[config.mk]
export PLATFORM = sky130hd
export DESIGN_NAME = instr_fetch
export DESIGN_NICKNAME = d
export VERILOG_FILES = /design/src/rtl/fetch_pkg.sv /design/src/rtl/fetch_pc_reg.sv /design/src/rtl/instr_fetch.sv
export SDC_FILE = /design/constraint.sdc
export NUM_CORES = 1
export LEC_CHECK = 0
export CORE_AREA = 2 2 95 115
export DETAILED_ROUTE_END_ITERATION = 10
export DIE_AREA = 0 0 97 117
export PLACE_DENSITY = 0.74
export SETUP_SLACK_MARGIN = 0.4
export SYNTH_ARGS = -nofsm -noshare
export SYNTH_HDL_FRONTEND = slang
export SYNTH_SLANG_ARGS = --single-unit
[constraint.sdc]
create_clock -name clk -period 1.95 [get_ports clk]
set_input_delay 0.39 -clock clk [delete_from_list [all_inputs] [get_ports clk]]
set_output_delay 0.39 -clock clk [all_outputs]
set_load 0.1 [all_outputs]
[src/rtl/fetch_pkg.sv]
// Shared types and constants for the instruction fetch unit.
package fetch_pkg;

  typedef enum logic [1:0] {
    REQ   = 2'd0,
    OUT   = 2'd1,
    FAULT = 2'd2
  } fetch_state_t;

  localparam logic [31:0] PC_INCR          = 32'd4;
  localparam logic [31:0] RESET_PC_DEFAULT = 32'h0000_0000;

endpackage

[src/rtl/fetch_pc_reg.sv]
// Fetch program counter: synchronous reset, load has priority over increment.
// Increment wraps naturally modulo 2^32.
module fetch_pc_reg
  import fetch_pkg::*;
#(
  parameter logic [31:0] RESET_PC = RESET_PC_DEFAULT
) (
  input  logic        clk,
  input  logic        rst,
  input  logic        load,
  input  logic [31:0] load_val,
  input  logic        incr,
  output logic [31:0] pc
);

  logic [31:0] pc_reg;

  always_ff @(posedge clk) begin
    if (rst) begin
      pc_reg <= RESET_PC;
    end else if (load) begin
      pc_reg <= load_val;
    end else if (incr) begin
      pc_reg <= pc_reg + PC_INCR;
    end
  end

  assign pc = pc_reg;

endmodule

[src/rtl/instr_fetch.sv]
// Single-outstanding instruction fetch: REQ -> OUT -> REQ, redirect has priority.
// Define FETCH_ALIGN_CHECK_EN to trap misaligned redirects in FAULT instead of masking pc[1:0].
module instr_fetch
  import fetch_pkg::*;
#(
  parameter logic [31:0] RESET_PC = RESET_PC_DEFAULT
) (
  input  logic        clk,
  input  logic        rst,
  input  logic        redirect_valid,
  input  logic [31:0] redirect_pc,
  output logic        imem_req,
  output logic [31:0] imem_addr,
  input  logic        imem_ack,
  input  logic [31:0] imem_rdata,
  output logic        instr_valid,
  output logic [31:0] instr,
  output logic [31:0] instr_pc,
  input  logic        instr_ready,
  output logic        misalign
);

  fetch_state_t state_reg, state_next;
  logic        instr_valid_reg, instr_valid_next;
  logic [31:0] instr_reg, instr_next;
  logic [31:0] instr_pc_reg, instr_pc_next;
  logic [31:0] pc;
  logic        pc_load, pc_incr;
  logic [31:0] pc_load_val;
  logic        redirect_bad;

`ifdef FETCH_ALIGN_CHECK_EN
  assign pc_load_val  = redirect_pc;
  assign redirect_bad = (redirect_pc[1:0] != 2'b00);
`else
  assign pc_load_val  = redirect_pc & ~32'h3;
  assign redirect_bad = 1'b0;
`endif

  fetch_pc_reg #(
    .RESET_PC(RESET_PC)
  ) u_pc (
    .clk     (clk),
    .rst     (rst),
    .load    (pc_load),
    .load_val(pc_load_val),
    .incr    (pc_incr),
    .pc      (pc)
  );

  always_comb begin
    state_next       = state_reg;
    instr_valid_next = instr_valid_reg;
    instr_next       = instr_reg;
    instr_pc_next    = instr_pc_reg;
    pc_load          = 1'b0;
    pc_incr          = 1'b0;
    case (state_reg)
      REQ: begin
        if (imem_ack) begin
          instr_next       = imem_rdata;
          instr_pc_next    = pc;
          instr_valid_next = 1'b1;
          pc_incr          = 1'b1;
          state_next       = OUT;
        end
      end
      OUT: begin
        if (instr_ready) begin
          instr_valid_next = 1'b0;
          state_next       = REQ;
        end
      end
      default: begin
        instr_valid_next = 1'b0;
      end
    endcase
    // Redirect overrides whatever the state logic decided this cycle.
    if (redirect_valid) begin
      pc_load          = 1'b1;
      pc_incr          = 1'b0;
      instr_next       = instr_reg;
      instr_pc_next    = instr_pc_reg;
      instr_valid_next = 1'b0;
      state_next       = redirect_bad ? FAULT : REQ;
    end
  end

  always_ff @(posedge clk) begin
    if (rst) begin
      state_reg       <= REQ;
      instr_valid_reg <= 1'b0;
      instr_reg       <= 32'h0;
      instr_pc_reg    <= 32'h0;
    end else begin
      state_reg       <= state_next;
      instr_valid_reg <= instr_valid_next;
      instr_reg       <= instr_next;
      instr_pc_reg    <= instr_pc_next;
    end
  end

  // Request is gated by rst so no read is issued while reset is held.
  assign imem_req    = (state_reg == REQ) && !rst;
  assign imem_addr   = pc;
  assign instr_valid = instr_valid_reg;
  assign instr       = instr_reg;
  assign instr_pc    = instr_pc_reg;

`ifdef FETCH_ALIGN_CHECK_EN
  assign misalign = (state_reg == FAULT) && !rst;
`else
  assign misalign = 1'b0;
`endif

endmodule

# After elaboration in Yosys (flattened, before gate mapping)
# Index checks and enable logic that the tools add are counted.
totals:
  inputBits: 69
  word_cells: 33
  regBits: 99
  out_inout_bits: 99
op_classes:
  reduce_logical: 10
  n_bitwise: 1
  eq_ne: 3
  addsub: 1
  muxes: 12
ops:
  columns: ["cell", "count"]
  rows:
  - ["32-bit 2-to-1 mux", 2]
  - ["32-bit by 3-bit adder with 32-bit output (second input constant)", 1]
  - ["1-bit 2-to-1 mux", 6]
  - ["3-bit AND reduction", 2]
  - ["2-bit 2-to-1 mux", 2]
  - ["2-bit inequality test (second input constant)", 2]
  - ["2-bit case mux with 2 select lines", 1]
  - ["2-bit nonzero test", 2]
  - ["2-bit OR reduction", 2]
  - ["2-bit by 1-bit == test with 1-bit output (second input constant)", 1]
  - ["2-bit zero test", 1]
  - ["1-bit case mux with 2 select lines", 1]
  - ["2-bit AND reduction", 1]
  - ["1-bit logical AND", 1]
  - ["1-bit zero test", 1]
  - ["1-bit inverter", 1]

# Depth between registers and ports, before layout
# Gate-level depths: netlist of run 1.
depth:
  word_depth: 5
  depth_mapped: 6
  ltp_nobuf: 5

# Hierarchy
# A second synthesis of run 1 with hierarchy kept.
hier_totals:
  hier_cells: 518
  hier_area_um2: 4855.9
modules_own_cells:
  columns: ["module", "area_per_inst_um2", "cells_each", "seq_area_each_um2", "n_inst"]
  rows:
  - ["instr_fetch", 2962.8, 284, 1301.2, 1]
  - ["fetch_pc_reg", 1893.1, 234, 640.6, 1]

# Worst setup path before layout of run 1
# OpenSTA, ideal clock, no wires.
synth_timing:
  path_type: "reg-to-reg"
  startpoint: "register u_pc.pc_reg[2], in the netlist u_pc.pc[2]"
  endpoint: "register u_pc.pc_reg[20], in the netlist u_pc.pc[20]"
  setup_slack_ps: -641
  required_ps: 1859
  path_buffers: 0
  setup_ps: 91
  arrival_ps: 2500
  stages_incl_launch_ff: 6
  period_less_slack_ps: 2591
  path_cell_list: "dfxtp_1 -> ha_1 -> and4_2 -> nand3_2 -> or4_1 -> a311oi_1"
synth_via:
  elab_chain_len: 3
synth_lines:
  columns: ["item", "line", "source"]
  rows:
  - ["from (decl)", "fetch_pc_reg.sv:16", "logic [31:0] pc_reg;"]
  - ["from (signal assigned)", "fetch_pc_reg.sv:22", "pc_reg <= load_val;"]
  - ["from (signal assigned)", "fetch_pc_reg.sv:24", "pc_reg <= pc_reg + PC_INCR;"]
  - ["32-bit by 3-bit adder with 32-bit output", "fetch_pc_reg.sv:24", null]
  - ["32-bit 2-to-1 mux", "fetch_pc_reg.sv:23", "end else if (incr) begin"]
  - ["32-bit 2-to-1 mux", "fetch_pc_reg.sv:21", "end else if (load) begin"]
# Every way passes these cells. The select of a mux whose other input is x is not followed.
# A chain may end at the register's enable or synchronous reset.

==> qor.yml, run 1 <==
comb_power_share_pct: 27.3
synthToLayoutAreaGrowth_pct: 67.5
place.gp.congestion: 0.837
maxCapViolCount: 0
max_stage_delay_ns: 0.48
insertion_delay_ns: 0.35
clkTransAtPathRegs_ns: 0.07
layout-drive-gt1-share_pct: 33.6
power_density_nw_per_um2: 802
hold_depth: 2
finalPower_mw: 5.36
synth_warnings: 0
h-tree-depth: 3
yosys_most_used_dff: "dfxtp_1"
yosys.area.top_type: "dfxtp_1"
ctsHoldBuffers: 0
core_area_sq_um: 10300
worstSetupPathType: "register to register"
cts_root_buf: "clkbuf_16"
num_vias: 4469
routed_via_density: 5.33
setup_viol: 0
path_delay_family: "simple AND/OR/NAND/NOR gates"
synth.top_cell.area_share_pct: 46.6
first_iter_violations: 283
rsz0062_at_grt: "true"
path_cells: "and4b_2 > buf_12 > nand3_4 > or4_1 > a311oi_1"
rr_worst_depth: 5
p_clk_share_pct: 33.7
finalMaxSlewViolations: 0
place.detailed.hpwl_mm: 9.04
regToRegStartpoint: "instr_valid$_SDFFE_PP0P_"
cts_buffer_depth: 2
cts_buffers: 9
grt_max_degree: 41
max_freq_ghz: 0.592
synthArstFlopShare_pct: 0
path_buf_inv: 1
hp-start: "instr[11]$_SDFFE_PP0P_"
ys_seq_area_share_pct: 46.6
cts.sinks: 93
hold_slack_ns: 0.456
place_area_sq_um: 5880
syn_area_per_cell_sq_um: 7.96
track_usage_pct: 21.7
layout_setup_ws_ns: 0.262
wire_per_inst_um: 16.0
stdcell_count: 838
die-area_sq_um: 11300
finalCritPeriodShare_pct: 86.6
switching_share_pct: 35.3
cts_tree: "done"
p_int_mw: 3.47
hold_viol: 0
hp-class: "register to register"
first_pass_iters: 5
cp_max_fo: 7
diodes: 0
antenna_found_initial: 0
die_x_um: 97
worstPathArrival_ns: 1.94
fin_tns_setup_ns: 0
rrSetupSlack_ns: 0.26
outcome: "finished, final reports clean"
p_seq_share_pct: 39.0
grt_pass1_vias: 4028
stdcell_area_sq_um: 6690
hold_end: "instr[11]$_SDFFE_PP0P_"
drt_wl_total_mm: 13.4
final_core_util_pct: 64.9
yosysMostFrequentCell: "nand2_1"
synthTopCellsByCount: "146 x nand2_1, 93 x dfxtp_1, 65 x a21oi_1"
die_h_um: 117
io_pins: 168
route.detailed.drc: 0
synthDistinctLibCells: 45
skew_ns: 0.00584
synth_edf_count: 0
period_needed_ns: 1.69
switching_power_mw: 1.89
syn_area_sq_um: 4000
cp-start-kind: "register"
dp.cells: 779
port_buffers: 160
grt_pass1_wl_mm: 20.0
largest_register_ffs: 32
place_ws_ns: -0.295
overflow: 0
required_ns: 2.21
final_nets: 774
synth_cells: 502
rows: 41
cp-end-kind: "register"
r2r_end: "u_pc.pc[30]$_SDFFE_PP0P_"
ys_ff_latch: 93
final_antenna_net_count: 0
synth_area_leaders: "dfxtp_1 47%, nand2_1 14%, a21oi_1 8.1%"
initial_utilization_pct: 38.7
p_leak_nw: 2.64
cp_slowest_cell: "or4_1"
ir_worst_vdd_mv: 0.419
-- layer usage --
layer	track usage, %	up-vias	part of all wire [%]
met4	11.4	0	3.5
met3	4.33	39	6.0
met1	25.6	2118	40
met2	37.9	157	51
met5	0	-	0
li1	-	2155	-
-- final cells by class --
cell class	count	area (sq um)
Clock inverter	6	68.8
Inverter	2	10.0
Sequential cell	93	1970
Timing Repair Buffer	224	2100
Tap cell	129	161
Fill cell	836	3620
Clock buffer	10	239
Multi-Input combinational cell	374	2140
-- how the worst max path moves through the flow --
stage	to	slack, ns	from	cells after the start
global placement	u_pc.pc[23]$_SDFFE_PP0P_	-0.23	imem_ack	6
finish	u_pc.pc[30]$_SDFFE_PP0P_	0.26	instr_valid$_SDFFE_PP0P_	5
floorplan	u_pc.pc[30]$_SDFFE_PP0P_	0.06	u_pc.pc[3]$_SDFFE_PP0P_	5
detailed placement	u_pc.pc[23]$_SDFFE_PP0P_	-0.30	imem_ack	6
global route	u_pc.pc[13]$_SDFFE_PP0P_	0.20	instr_valid$_SDFFE_PP0P_	6
CTS	u_pc.pc[30]$_SDFFE_PP0P_	0.26	instr_valid$_SDFFE_PP0P_	5
-- tightest hold or removal path: stages (launching register included) --
cell     delay [ns]
dfxtp_1        0.31
nand2_1        0.05
a21oi_1        0.05
-- power groups by stage --
stage	sequential [mW]	combinational (mW)	clock, mW
after detailed placement	2.15	1.37	0
after floorplan	2.79	0.289	0
after global placement	2.14	1.36	0
after global routing	2.11	1.52	1.93
after CTS	2.10	1.41	1.84
final	2.09	1.46	1.80
-- kinds of logic (layout without fill, tap and decap cells) --
logic type / count (synthesis) / after routing / share of synthesized area [%]
other: 1 / 5 / 0.0939
adders and majority gates: 1 / 1 / 0.313
DFF: 93 / 93 / 46.6
xor gates and xnor gates: 10 / 10 / 2.19
AOI/OAI and AO/OA: 114 / 114 / 17.5
and+or+nand+nor: 244 / 244 / 28.7
buffers and inverters: 39 / 242 / 4.63
-- what timing repair did --
| action | in CTS | in global routing |
|---|---|---|
| buffers inserted | 22 | 20 |
| pin swaps | 25 | 16 |
| hold endpoints to repair | 0 | 0 |
| resized for setup | 20 | 17 |
| endpoints found under the setup margin | 83 | 78 |
| cloned | 0 | 1 |
-- layout by cell type, fill, tap and decap left out, drive strengths merged, types with 4 or more instances in the layout --
master         instances
clkbuf                11
and2                   6
o21ai                 10
nand3                 11
o31ai                  7
nor2                  27
inv                    5
or4                    7
clkdlybuf4s50         63
or3                    7
a211oi                 8
xor2                   8
conb                   5
and4                   7
dfxtp                 93
buf                  158
a311oi                13
a21oi                 65
nand4                 11
and3                   4
nand2                146
Power figures use the tool's default switching activity.
==> inputs of run 2 (changes only) <==
==> constraint.sdc (replaced) <==
create_clock -name clk -period 1.7 [get_ports clk]
set_input_delay 0.34 -clock clk [delete_from_list [all_inputs] [get_ports clk]]
set_output_delay 0.34 -clock clk [all_outputs]
set_load 0.1 [all_outputs]
==> run 2 against run 1 <==
Compared with the run above:
- synthesized cell count is the same
- the run now fails in global routing
- synthesized area did not move
==> qor.yml, run 2 <==
yosys.area.top_type: "dfxtp_1"
worst_endpoint_kind: "sequential cell input"
grt_max_degree: 49
place_area_sq_um: 7180
synth_edf_count: 0
die_h_um: 117
port_buffers: 160
outcome: "aborted with a tool error"
synth_cells: 502
rows: 41
dp.cells: 815
cts_buffer_depth: 2
die_x_um: 97
error: "[ERROR GRT-0232] Routing congestion too high. Check the congestion heatmap in the GUI."
cts_buffers: 9
initial_utilization_pct: 38.7
overflow: 333
io_pins: 168
syn_area_sq_um: 4000
ys_seq_area_share_pct: 46.6
synth_area_leaders: "dfxtp_1 47%, nand2_1 14%, a21oi_1 8.1%"
track_usage_pct: 84.7
synthArstFlopShare_pct: 0
synth.top_cell.area_share_pct: 46.6
cts_root_buf: "clkbuf_16"
lastStage: "global routing"
synthDistinctLibCells: 45
synth_warnings: 0
yosysMostFrequentCell: "nand2_1"
cts.sinks: 93
place.detailed.hpwl_mm: 10.3
syn_area_per_cell_sq_um: 7.96
h-tree-depth: 3
place.gp.congestion: 0.856
grt_repair_worst_endpoint: "u_pc.pc[30]$_SDFFE_PP0P_/D"
yosys_most_used_dff: "dfxtp_1"
synthTopCellsByCount: "146 x nand2_1, 93 x dfxtp_1, 65 x a21oi_1"
ctsHoldBuffers: 0
ys_ff_latch: 93
[run 2: cell families after synthesis]
family | share of synthesized area (%)
other cells | 0.0939
simple gates | 28.7
xor+xnor | 2.19
flops | 46.6
buf+inv | 4.63
fa+ha+maj | 0.313
compound gates | 17.5
[run 2: routing by layer]
layer	overflow	track usage [%]
met4	122	100
met2	208	106
met1	2	79.0
met5	0	17.9
met3	1	66.0
[run 2: what timing repair did]
action                                 in CTS
setup buffers                              41
endpoints found under the hold margin       0
pin swaps                                  86
cloned                                     15
setup endpoints to repair                 122
resized for setup                         231
[run 2: stage by stage]
step	utilization, %	setup slack [ns]
after global placement	69.7	-0.450
after CTS	87.9	-0.0165
after detailed placement	69.7	-0.488
after floorplan	-	-0.187
==> inputs of run 3 (changes only) <==
--- a/config.mk
+++ b/config.mk
@@ -5,11 +5,10 @@
 export SDC_FILE = /design/constraint.sdc
 export NUM_CORES = 1
 export LEC_CHECK = 0
-export CORE_AREA = 2 2 95 115
+export CORE_AREA = 2 2 130 132
 export DETAILED_ROUTE_END_ITERATION = 10
-export DIE_AREA = 0 0 97 117
-export PLACE_DENSITY = 0.74
-export SETUP_SLACK_MARGIN = 0.4
+export DIE_AREA = 0 0 132 134
+export PLACE_DENSITY_LB_ADDON = 0.15
 export SYNTH_ARGS = -nofsm -noshare
 export SYNTH_HDL_FRONTEND = slang
 export SYNTH_SLANG_ARGS = --single-unit
==> run 3 against run 2 <==
Compared with the run above:
- the flow now finishes, with violations (negative setup slack)
==> qor.yml, run 3 (synthesis results as in run 1) <==
switching_power_mw: 2.19
ctsHoldBuffers: 0
overflow: 0
power_density_nw_per_um2: 819
track_usage_pct: 16.6
layout_setup_ws_ns: -0.0219
io_pins: 168
finalPower_mw: 6.32
first_pass_iters: 4
clkTransAtPathRegs_ns: 0.07
h-tree-depth: 3
violations: "negative setup slack"
finalMaxSlewViolations: 0
max_freq_ghz: 0.581
maxCapViolCount: 0
worstSetupPathType: "register to register"
grt_max_degree: 39
worstPathArrival_ns: 1.98
synthToLayoutAreaGrowth_pct: 93.2
rsz0062_at_grt: "true"
place_ws_ns: -0.520
skew_ns: 0.00680
final_cell_mix: "145 x nand2_1, 99 x buf_12, 65 x a21oi_1"
grt_pass1_vias: 4339
final_common_cell: "nand2_1"
port_buffers: 160
wire_per_inst_um: 15.6
antenna_found_initial: 1
cts_buffers: 9
place.gp.congestion: 0.850
place.detailed.hpwl_mm: 10.7
die_h_um: 134
p_int_mw: 4.13
dp.cells: 909
stdcell_count: 932
setup_viol: 2
die-area_sq_um: 17700
switching_share_pct: 34.7
largest_register_ffs: 32
insertion_delay_ns: 0.35
required_ns: 1.95
hold_viol: 0
fillCellCount: 1524
cts_root_buf: "clkbuf_16"
cp-end-kind: "register"
p_seq_share_pct: 37.9
p_clk_share_pct: 31.1
final_nets: 777
grt_pass1_wl_mm: 23.3
cts.sinks: 93
period_needed_ns: 1.72
cts_buffer_depth: 2
ir_worst_vdd_mv: 0.421
cp_max_fo: 6
final_antenna_net_count: 0
cts_tree: "done"
final_core_util_pct: 47.4
hp-class: "input port to register"
layout-drive-gt1-share_pct: 31.6
die_x_um: 132
core_area_sq_um: 16300
drt_wl_total_mm: 14.5
initial_utilization_pct: 24.5
outcome: "finished with violations"
num_vias: 4366
comb_power_share_pct: 31.0
finalCritPeriodShare_pct: 101
first_iter_violations: 246
cp-start-kind: "register"
p_leak_nw: 2.84
routed_via_density: 4.68
rows: 47
route.detailed.drc: 0
run 3: what timing repair did:
action / in CTS / in global routing
buffers inserted: 3 / 4
gates cloned: 0 / 0
pin swaps: 7 / 10
setup endpoints to repair: 12 / 17
gates resized for setup: 5 / 8
endpoints found under the hold margin: 0 / 0
run 3: per-layer routing:
metal	track usage (%)	wire length (um)	up-vias
met5	0	0	-
met4	6.94	245	0
met3	4.31	910	14
met2	26.4	6860	139
met1	21.4	6500	2056
li1	-	-	2157
run 3: final cells by class:
type / instances / area [sq um] / share of cell area, %
well taps: 220 / 275 / 3.57
multi-input cells: 374 / 2070 / 26.8
clock buffers: 14 / 275 / 3.57
repair buffers: 227 / 3120 / 40.4
clock inverters: 1 / 5.00 / 0.0649
flip-flops and latches: 93 / 1970 / 25.5
diodes: 1 / 2.50 / 0.0324
inverters: 2 / 7.51 / 0.0973
run 3: final timing paths:
path | from | endpoint | slack [ns] | cells past startpoint
worst min-delay path | rst | u_pc.pc[18]$_SDFFE_PP0P_ | 0.29 | 2
worst min register to register | instr[16]$_SDFFE_PP0P_ | instr[16]$_SDFFE_PP0P_ | 0.49 | 2
worst max register to register | instr_valid$_SDFFE_PP0P_ | u_pc.pc[30]$_SDFFE_PP0P_ | -0.02 | 5
worst max-delay path | instr_valid$_SDFFE_PP0P_ | u_pc.pc[30]$_SDFFE_PP0P_ | -0.02 | 5
run 3: metrics by stage:
stage | instance area (sq um) | TNS (ns) | hold slack (ns)
after detailed placement | 7320 | -24.44 | 0.485
after global routing | 7720 | -0.306 | 0.289
after floorplan | 4170 | -2.00 | 0.445
final | 7720 | -0.0307 | 0.287
after CTS | 7650 | -0.0220 | 0.263
after global placement | 7320 | -22.72 | 0.479
run 3: power groups by stage:
stage	registers, mW	clock network, mW	logic [mW]
final	2.40	1.97	1.96
after global routing	2.41	2.12	2.04
after CTS	2.40	2.04	1.97
after detailed placement	2.45	0	1.96
after global placement	2.44	0	1.95
after floorplan	3.20	0	0.330
run 3: worst max-delay path, stage by stage (launching register included):
cell and delay (ns):
dfxtp_4 0.34, and4b_2 0.35, buf_6 0.12, nand3_4 0.09, or4_1 0.51, a311oi_1 0.22
